`src/rtl/debug_clock_controller_pkg.sv`:
```
// ----------------------------------------------------------------------------
// debug_clock_controller_pkg
//   Shared definitions for the debug clock sequencer. The debug command decoder
//   imports the same package, so the opcode values here are the wire encoding
//   used on cmd_op.
//
//   cmd_op_t    host command opcodes (HALT, RUN, STEP, SET_DIV)
//   state_t     sequencer states (HALTED, RUNNING, STEPPING)
//   ctrl_t      registered per-state controls driven toward the divider/host
//   state_ctrl  maps a state to the control levels it presents
// ----------------------------------------------------------------------------
package debug_clock_controller_pkg;

   typedef enum logic [1:0] {
      CMD_HALT    = 2'd0,
      CMD_RUN     = 2'd1,
      CMD_STEP    = 2'd2,
      CMD_SET_DIV = 2'd3
   } cmd_op_t;

   typedef enum logic [1:0] {
      ST_HALTED   = 2'd0,
      ST_RUNNING  = 2'd1,
      ST_STEPPING = 2'd2
   } state_t;

   typedef struct packed {
      logic ready;       // host may issue a command
      logic option;      // divider mode: 0 pulse, 1 auto
      logic out_enable;  // divider output enable
      logic busy;        // a STEP is in progress
   } ctrl_t;

   // Reset levels: ready stays low for one cycle after reset release.
   localparam ctrl_t CTRL_RESET = '{ready: 1'b0, option: 1'b0, out_enable: 1'b0, busy: 1'b0};

   // Smallest divider value the clock divider can produce a clock from.
   localparam int MIN_DIV = 2;

   function automatic ctrl_t state_ctrl(input state_t s);
      ctrl_t c;
      c = CTRL_RESET;
      case (s)
         ST_RUNNING: begin
            c.ready      = 1'b1;
            c.option     = 1'b1;
            c.out_enable = 1'b1;
         end
         ST_STEPPING: begin
            c.out_enable = 1'b1;
            c.busy       = 1'b1;
         end
         default: begin
            c.ready = 1'b1;
         end
      endcase
      return c;
   endfunction

endpackage

```
`src/rtl/debug_step_timer.sv`:
```
// ----------------------------------------------------------------------------
// debug_step_timer
//   Loadable down-counter that spaces the divider pulse strobes H cycles apart.
//   Loading value H-1 makes tick assert H cycles after the load edge; the
//   counter then holds at zero until reloaded.
//
//   clk         system clock
//   reset       asynchronous, active-low reset
//   load        load load_value this cycle (takes priority over counting)
//   load_value  initial count
//   tick        count is zero: the next pulse is due at this edge
//   near        count is one: one cycle before tick
// ----------------------------------------------------------------------------
module debug_step_timer #(
   parameter int WIDTH = 32
) (
   input  logic             clk,
   input  logic             reset,
   input  logic             load,
   input  logic [WIDTH-1:0] load_value,
   output logic             tick,
   output logic             near
);

   localparam logic [WIDTH-1:0] ONE = WIDTH'(1);

   logic [WIDTH-1:0] count;

   // NOTE: sequential state uses non-blocking assignments so every register
   // samples the pre-edge values, independent of statement order.
   always_ff @(posedge clk or negedge reset) begin
      if (!reset) begin
         count <= '0;
      end else if (load) begin
         count <= load_value;
      end else if (count != '0) begin
         count <= count - ONE;
      end
   end

   assign tick = (count == '0);
   assign near = (count == ONE);

endmodule

```
`src/rtl/debug_clock_controller.sv`:
```
// ----------------------------------------------------------------------------
// debug_clock_controller
//   Turns host debug commands into controls for the core's clock divider.
//   RUN puts the divider in free-running auto mode, HALT stops it, SET_DIV
//   changes its period, and STEP N emits exactly N target-clock cycles as
//   2N pulse-mode strobes spaced H = max(divider/2, 1) cycles apart.
//
//   clk             system clock
//   reset           asynchronous, active-low reset
//   cmd_valid       command present
//   cmd_ready       command accepted when cmd_valid & cmd_ready
//   cmd_op          0 HALT, 1 RUN, 2 STEP, 3 SET_DIV
//   cmd_arg         STEP: cycle count N; SET_DIV: new divider
//   abort           synchronous; forces HALTED, beats a same-cycle command
//   div_option      divider mode: 0 pulse, 1 auto
//   div_out_enable  divider output enable
//   div_divider     divider period
//   div_pulse       one-cycle strobes toggling the divider's pulse flip-flop
//   busy            high while stepping
//   step_done       one-cycle strobe when a STEP completes (not on abort)
//   steps_done      target cycles completed in the current/last STEP
// ----------------------------------------------------------------------------
module debug_clock_controller
   import debug_clock_controller_pkg::*;
#(
   parameter int COUNTER_BITS = 32,
   parameter int DEFAULT_DIV  = 4
) (
   input  logic                    clk,
   input  logic                    reset,
   input  logic                    cmd_valid,
   output logic                    cmd_ready,
   input  logic [1:0]              cmd_op,
   input  logic [COUNTER_BITS-1:0] cmd_arg,
   input  logic                    abort,
   output logic                    div_option,
   output logic                    div_out_enable,
   output logic [COUNTER_BITS-1:0] div_divider,
   output logic                    div_pulse,
   output logic                    busy,
   output logic                    step_done,
   output logic [COUNTER_BITS-1:0] steps_done
);

   localparam logic [COUNTER_BITS-1:0] ONE      = COUNTER_BITS'(1);
   localparam logic [COUNTER_BITS-1:0] DIV_MIN  = COUNTER_BITS'(MIN_DIV);
   localparam logic [COUNTER_BITS:0]   EDGE_ONE = (COUNTER_BITS + 1)'(1);

   state_t                  state;
   ctrl_t                   ctrl;
   logic                    phase;       // mirrors the divider's pulse flip-flop
   logic [COUNTER_BITS:0]   edges_left;  // scheduled pulses still to issue; 2N needs one extra bit
   logic [COUNTER_BITS-1:0] half;
   logic [COUNTER_BITS:0]   edges_init;
   cmd_op_t                 op;
   logic                    accept;
   logic                    step_start;
   logic                    step_zero;
   logic                    in_step;
   logic                    sched_pulse;
   logic                    finish;
   logic                    timer_tick;
   logic                    timer_near;

   // abort wins over a same-cycle command, so the handshake is masked by it.
   assign cmd_ready      = ctrl.ready & ~abort;
   assign div_option     = ctrl.option;
   assign div_out_enable = ctrl.out_enable;
   assign busy           = ctrl.busy;

   assign op         = cmd_op_t'(cmd_op);
   assign half       = ((div_divider >> 1) == '0) ? ONE : (div_divider >> 1);
   assign accept     = cmd_valid & cmd_ready;
   assign step_start = accept && (op == CMD_STEP) && (cmd_arg != '0);
   assign step_zero  = accept && (op == CMD_STEP) && (cmd_arg == '0);

   // With phase high the target clock is currently high: one leading pulse
   // brings it low first, so all 2N scheduled pulses remain after it.
   // Otherwise the pulse issued at entry is the first of the 2N.
   assign edges_init = phase ? {cmd_arg, 1'b0} : ({cmd_arg, 1'b0} - EDGE_ONE);

   assign in_step     = (state == ST_STEPPING) && !abort;
   assign sched_pulse = in_step && timer_tick && (edges_left != '0);

   // The step ends H-1 cycles after the last pulse: with H = 1 that is the
   // last pulse's own edge, otherwise the edge where the timer reads one.
   assign finish = in_step &&
                   ((sched_pulse && (edges_left == EDGE_ONE) && (half == ONE)) ||
                    ((edges_left == '0) && timer_near));

   debug_step_timer #(
      .WIDTH(COUNTER_BITS)
   ) u_step_timer (
      .clk       (clk),
      .reset     (reset),
      .load      (step_start | sched_pulse),
      .load_value(half - ONE),
      .tick      (timer_tick),
      .near      (timer_near)
   );

   always_ff @(posedge clk or negedge reset) begin
      if (!reset) begin
         state       <= ST_HALTED;
         ctrl        <= CTRL_RESET;
         phase       <= 1'b0;
         edges_left  <= '0;
         div_divider <= COUNTER_BITS'(DEFAULT_DIV);
         div_pulse   <= 1'b0;
         step_done   <= 1'b0;
         steps_done  <= '0;
      end else begin
         // Refresh the controls from the current state; a transition below
         // overrides this with the controls of the new state.
         ctrl      <= state_ctrl(state);
         div_pulse <= step_start | sched_pulse;
         step_done <= step_zero | finish;

         if (step_start | sched_pulse) begin
            phase <= ~phase;
         end

         if (step_start) begin
            edges_left <= edges_init;
         end else if (sched_pulse) begin
            edges_left <= edges_left - EDGE_ONE;
         end

         // A pulse issued while the target clock is high is a falling edge,
         // which closes one target cycle.
         if (step_start | step_zero) begin
            steps_done <= '0;
         end else if (sched_pulse && phase) begin
            steps_done <= steps_done + ONE;
         end

         if (abort) begin
            state <= ST_HALTED;
            ctrl  <= state_ctrl(ST_HALTED);
         end else begin
            case (state)
               ST_STEPPING: begin
                  if (finish) begin
                     state <= ST_HALTED;
                     ctrl  <= state_ctrl(ST_HALTED);
                  end
               end
               default: begin
                  if (accept) begin
                     case (op)
                        CMD_HALT: begin
                           state <= ST_HALTED;
                           ctrl  <= state_ctrl(ST_HALTED);
                        end
                        CMD_RUN: begin
                           state <= ST_RUNNING;
                           ctrl  <= state_ctrl(ST_RUNNING);
                        end
                        CMD_STEP: begin
                           if (step_start) begin
                              state <= ST_STEPPING;
                              ctrl  <= state_ctrl(ST_STEPPING);
                           end else begin
                              state <= ST_HALTED;
                              ctrl  <= state_ctrl(ST_HALTED);
                           end
                        end
                        CMD_SET_DIV: begin
                           div_divider <= (cmd_arg < DIV_MIN) ? DIV_MIN : cmd_arg;
                        end
                     endcase
                  end
               end
            endcase
         end
      end
   end

endmodule
```
`config.mk`:
```
export PLATFORM = sky130hd
export DESIGN_NAME = debug_clock_controller
export DESIGN_NICKNAME = d
export VERILOG_FILES = /design/src/rtl/debug_clock_controller_pkg.sv /design/src/rtl/debug_step_timer.sv /design/src/rtl/debug_clock_controller.sv
export SDC_FILE = /design/constraint.sdc
export NUM_CORES = 1
export LEC_CHECK = 0
export CORE_MARGIN = 2
export CORE_UTILIZATION = 55
export DETAILED_ROUTE_END_ITERATION = 6
export GPL_TIMING_DRIVEN = 0
export MAX_ROUTING_LAYER = met4
export PLACE_DENSITY = 0.81
export SLEW_MARGIN = 0
export SYNTH_ARGS = -nofsm -noshare
export SYNTH_HDL_FRONTEND = slang
export SYNTH_SLANG_ARGS = --single-unit
```
`constraint.sdc`:
```
create_clock -name clk -period 4 [get_ports clk]
set_input_delay 0.6 -clock clk [delete_from_list [all_inputs] [get_ports clk]]
set_output_delay 0.6 -clock clk [all_outputs]
set_load 0.02 [all_outputs]
```
==> summary.md <==
| Metric | Value |
|---|---|
| Outcome | `finished, final reports clean` |
| First-pass GRT wire length | `37900 um` |
| Critical path's slowest cell | `or4_1` |
| Post-synthesis sequential area ratio | `41.9%` |
| Most frequent cells in the layout | `137 x dfrtp_1, 106 x clkdlybuf4s50_1, 96 x nor2_1` |
| Via-per-instance ratio | `6.13` |
| Crit path DAT | `4.10 ns` |
| # IOs | `108` |
| Count of cell types in the netlist | `62` |
| Area of the multi-input gates | `0.00457 mm^2` |
| Row count | `44` |
| Worst reg2reg startpoint | `div_divider[25]$_DFFE_PN0P_` |
| CP endpoint kind | `flop` |
| R2r worst-path depth | `13` |
| Max-cap check violation count | `0` |
| Via count of the first global-routing pass | `7231` |
| Syn Nets | `942` |
| Total die area | `0.0160 mm^2` |
| I/O Buffers | `107` |
| Post-CTS Setup Bufs | `0` |
| H-tree depth | `4` |
| Post-synthesis mux area share | `4.46%` |
| Syn_area_per_cell | `9.24 um^2` |
| CTS Buf Count | `17` |
| Worst-skew pair later-pin latency | `0.42 ns` |
| Asr flop ratio synth | `100%` |
| GR Overflow Total | `0` |
| Ant. Diodes | `0` |
| Fillcell total | `1091` |
| Slowest Stage Delay on Critical Path | `0.64 ns` |
| DIE WIDTH | `126 um` |
| R2R setup slack | `0.28 ns` |
| Flops & latches, synth | `138` |
| Final Power | `5.04 mW` |
| Clock Path Buffers | `2` |
| CTS sink count | `138` |
| Layout Nets | `1069` |
| Final wirelength | `23500 um` |
| GRT Overall Usage | `31.0%` |
| LEAKAGE | `3.95 nW` |
| Setup crit start kind | `input port` |
| Layout area overhead | `23.6%` |
| Number of setup violations in the final report | `0` |
| Cell chain of the critical path | `clkdlybuf4s50_1 > or4_1 > nor4_1 > and4_1 > a21o_1 > clkbuf_1 > clkbuf_1 > nand3_1 > o21ai_0` |
| Max transition margin | `44.6%` |
| Initial antenna violation count | `0` |
| CTS tree | `built` |
| Gate Count Post-Synth | `892` |
| Largest net degree at the start of global routing | `80` |
| Layout cell share with drive strength beyond 1 | `8.62%` |
| R2R Path End | `u_step_timer.count[30]$_DFFE_PN0P_` |
| Worst Path Max Fanout | `10` |
| Endpoints failing hold | `0` |
| Root buf cell | `clkbuf_16` |
| Synth Area in Compound Gates | `8.64%` |
| DP Worst Slack | `-0.232 ns` |
| DR vias | `7459` |
| FF/Latch Area | `0.00345 mm^2` |
| Detail Route Antenna Nets | `0` |
| RSZ-0062 raised after global routing | `false` |
| Post-DR wirelength/cell | `19.3 um` |
| Period utilization | `93.8%` |
| Min cycle time layout | `3.75 ns` |
| DR iter-0 viols | `707` |
| Routability congestion estimate | `0.950` |
| Yosys warns | `0` |
| CP Class | `in -> reg` |
| Fmax | `267 MHz` |
| Utilization after layout | `69.8%` |
| WHS | `0.137 ns` |
| Setup tns final | `0 ns` |
| Post-synth EDFFs | `0` |
| Drt pass-1 iters | `5` |
| Cell repeated most along the worst path | `clkbuf_1` |
| Post-cts sizing count | `0` |
| Power per cell area | `494 mW/mm^2` |
| Commonest non-fill, non-tap cell in the layout | `dfrtp_1` |
| Detailed Place HPWL | `17100 um` |
| Critical path data required time | `4.34 ns` |
| Worst Tran Pin Value | `0.831 ns` |
| Simple-Gate Fraction of Synth Area | `25.6%` |
| Initial Util | `56.5%` |
| DRC | `0` |
| Core region area | `0.0146 mm^2` |
| Largest family of logic cells by synthesized area | `simple AND/OR/NAND/NOR gates` |
| Clock-pin slew on the worst setup and hold paths | `0.06 ns` |
| Post-Synth Adder-Cell Area | `1.82%` |
| Cell Area, Synth | `0.00824 mm^2` |
| Synth Area in XOR/XNOR | `14.9%` |
| VDD IR max | `0.000323 V` |
| Min setup slack post-route | `0.249 ns` |
| Post-CTS Hold Fix Bufs | `0` |
| Top FF cell, synth | `dfrtp_1` |
| HP Class | `in -> async` |
| Skew final | `0.00979 ns` |
| Die height | `126 um` |
| Slew Viols, Final | `0` |
[state kept, by name, summed over array words and instances, names as in the netlist]
| signal | cells |
|---|---|
| ctrl | 1 |
| div_option | 1 |
| phase | 1 |
| div_pulse | 1 |
| u_step_timer.count | 32 |
| div_divider | 32 |
| steps_done | 32 |
| div_out_enable | 1 |
| step_done | 1 |
| edges_left | 33 |
| state | 2 |
| busy | 1 |
[synthesized netlist by cell type, types with 3 or more instances]
master,n,share of area (%)
nand2b_1,5,0.38
o22ai_1,13,0.99
and3_1,10,0.76
a31oi_1,4,0.30
and2_1,6,0.46
or2_2,5,0.38
o31a_1,4,0.43
nand3b_1,3,0.27
nor4_1,30,2.3
nor2_1,96,4.4
nor2b_1,6,0.46
mux2i_1,3,0.36
nand2_1,65,3.0
a21o_1,3,0.27
ha_1,12,1.8
nand4b_1,3,0.32
xnor2_1,71,7.5
nor3_1,59,3.6
inv_1,15,0.68
o21ai_0,31,1.9
or4_1,19,1.7
and4_1,6,0.64
a21oi_1,28,1.7
o31ai_1,5,0.46
buf_2,5,0.30
clkbuf_1,30,1.4
mux2_2,30,4.1
nor4b_1,4,0.43
xor2_1,69,7.3
nand3_1,37,2.2
dfrtp_1,137,42
a211oi_1,9,0.82
nand4_1,19,1.4
or3_1,16,1.2
[worst max-delay path by stage]
| stage | depth (start not counted) | from | end |
|---|---|---|---|
| global placement | 1 | reset | div_divider[29]$_DFFE_PN0P_ |
| floorplan | 13 | div_divider[9]$_DFFE_PN0P_ | u_step_timer.count[30]$_DFFE_PN0P_ |
| finish | 9 | cmd_arg[24] | u_step_timer.count[23]$_DFFE_PN0P_ |
| global route | 13 | div_divider[25]$_DFFE_PN0P_ | u_step_timer.count[30]$_DFFE_PN0P_ |
| detailed placement | 9 | cmd_arg[24] | edges_left[16]$_DFFE_PN0N_ |
| CTS | 9 | cmd_arg[24] | edges_left[9]$_DFFE_PN0N_ |
[through the flow]
| stage | area (um^2) | std cells |
|---|---|---|
| after floorplan | 8240 | 892 |
| after global placement | 9540 | 1183 |
| after detailed placement | 9570 | 1184 |
| after CTS | 10200 | 1216 |
| after global routing | 10200 | 1216 |
| final | 10200 | 1216 |
[power by group]
part           internal, mW  switching, mW  total (mW)
combinational         0.627          0.686        1.31
clock                 0.996          0.654        1.65
sequential             1.68          0.387        2.07
total                  3.31           1.73        5.04
[critical path: cells and delay by family]
kind                   cells  cell delay [ns]
and+or+nand+nor            4             1.72
AOI/OAI and AO/OA          2             0.25
buffers and inverters      3             1.51
[area by class of cell]
cell class / count / share of cell area [%]
plain buffers: 38 / 1.58
multi-input cells: 701 / 44.8
clock buffers: 18 / 4.21
clock inverters: 14 / 1.83
repair buffers: 108 / 10.8
inverters: 15 / 0.553
flip-flops and latches: 138 / 33.9
well taps: 184 / 2.26
[routing by layer]
layer / track usage, % / share of wire (%)
met5: - / 0
met4: 12.0 / 3.3
met3: 7.25 / 8.0
met2: 46.0 / 46
met1: 41.4 / 43
[logic make-up after synthesis]
logic type | count (synthesis)
buffers and inverters | 53
AND/OR/NAND/NOR | 402
multiplexers | 33
adder cells (fa/ha/maj) | 12
XOR/XNOR | 140
flip-flops | 138
AO/OA/AOI/OAI | 114
(Power assumes the default switching activity.)
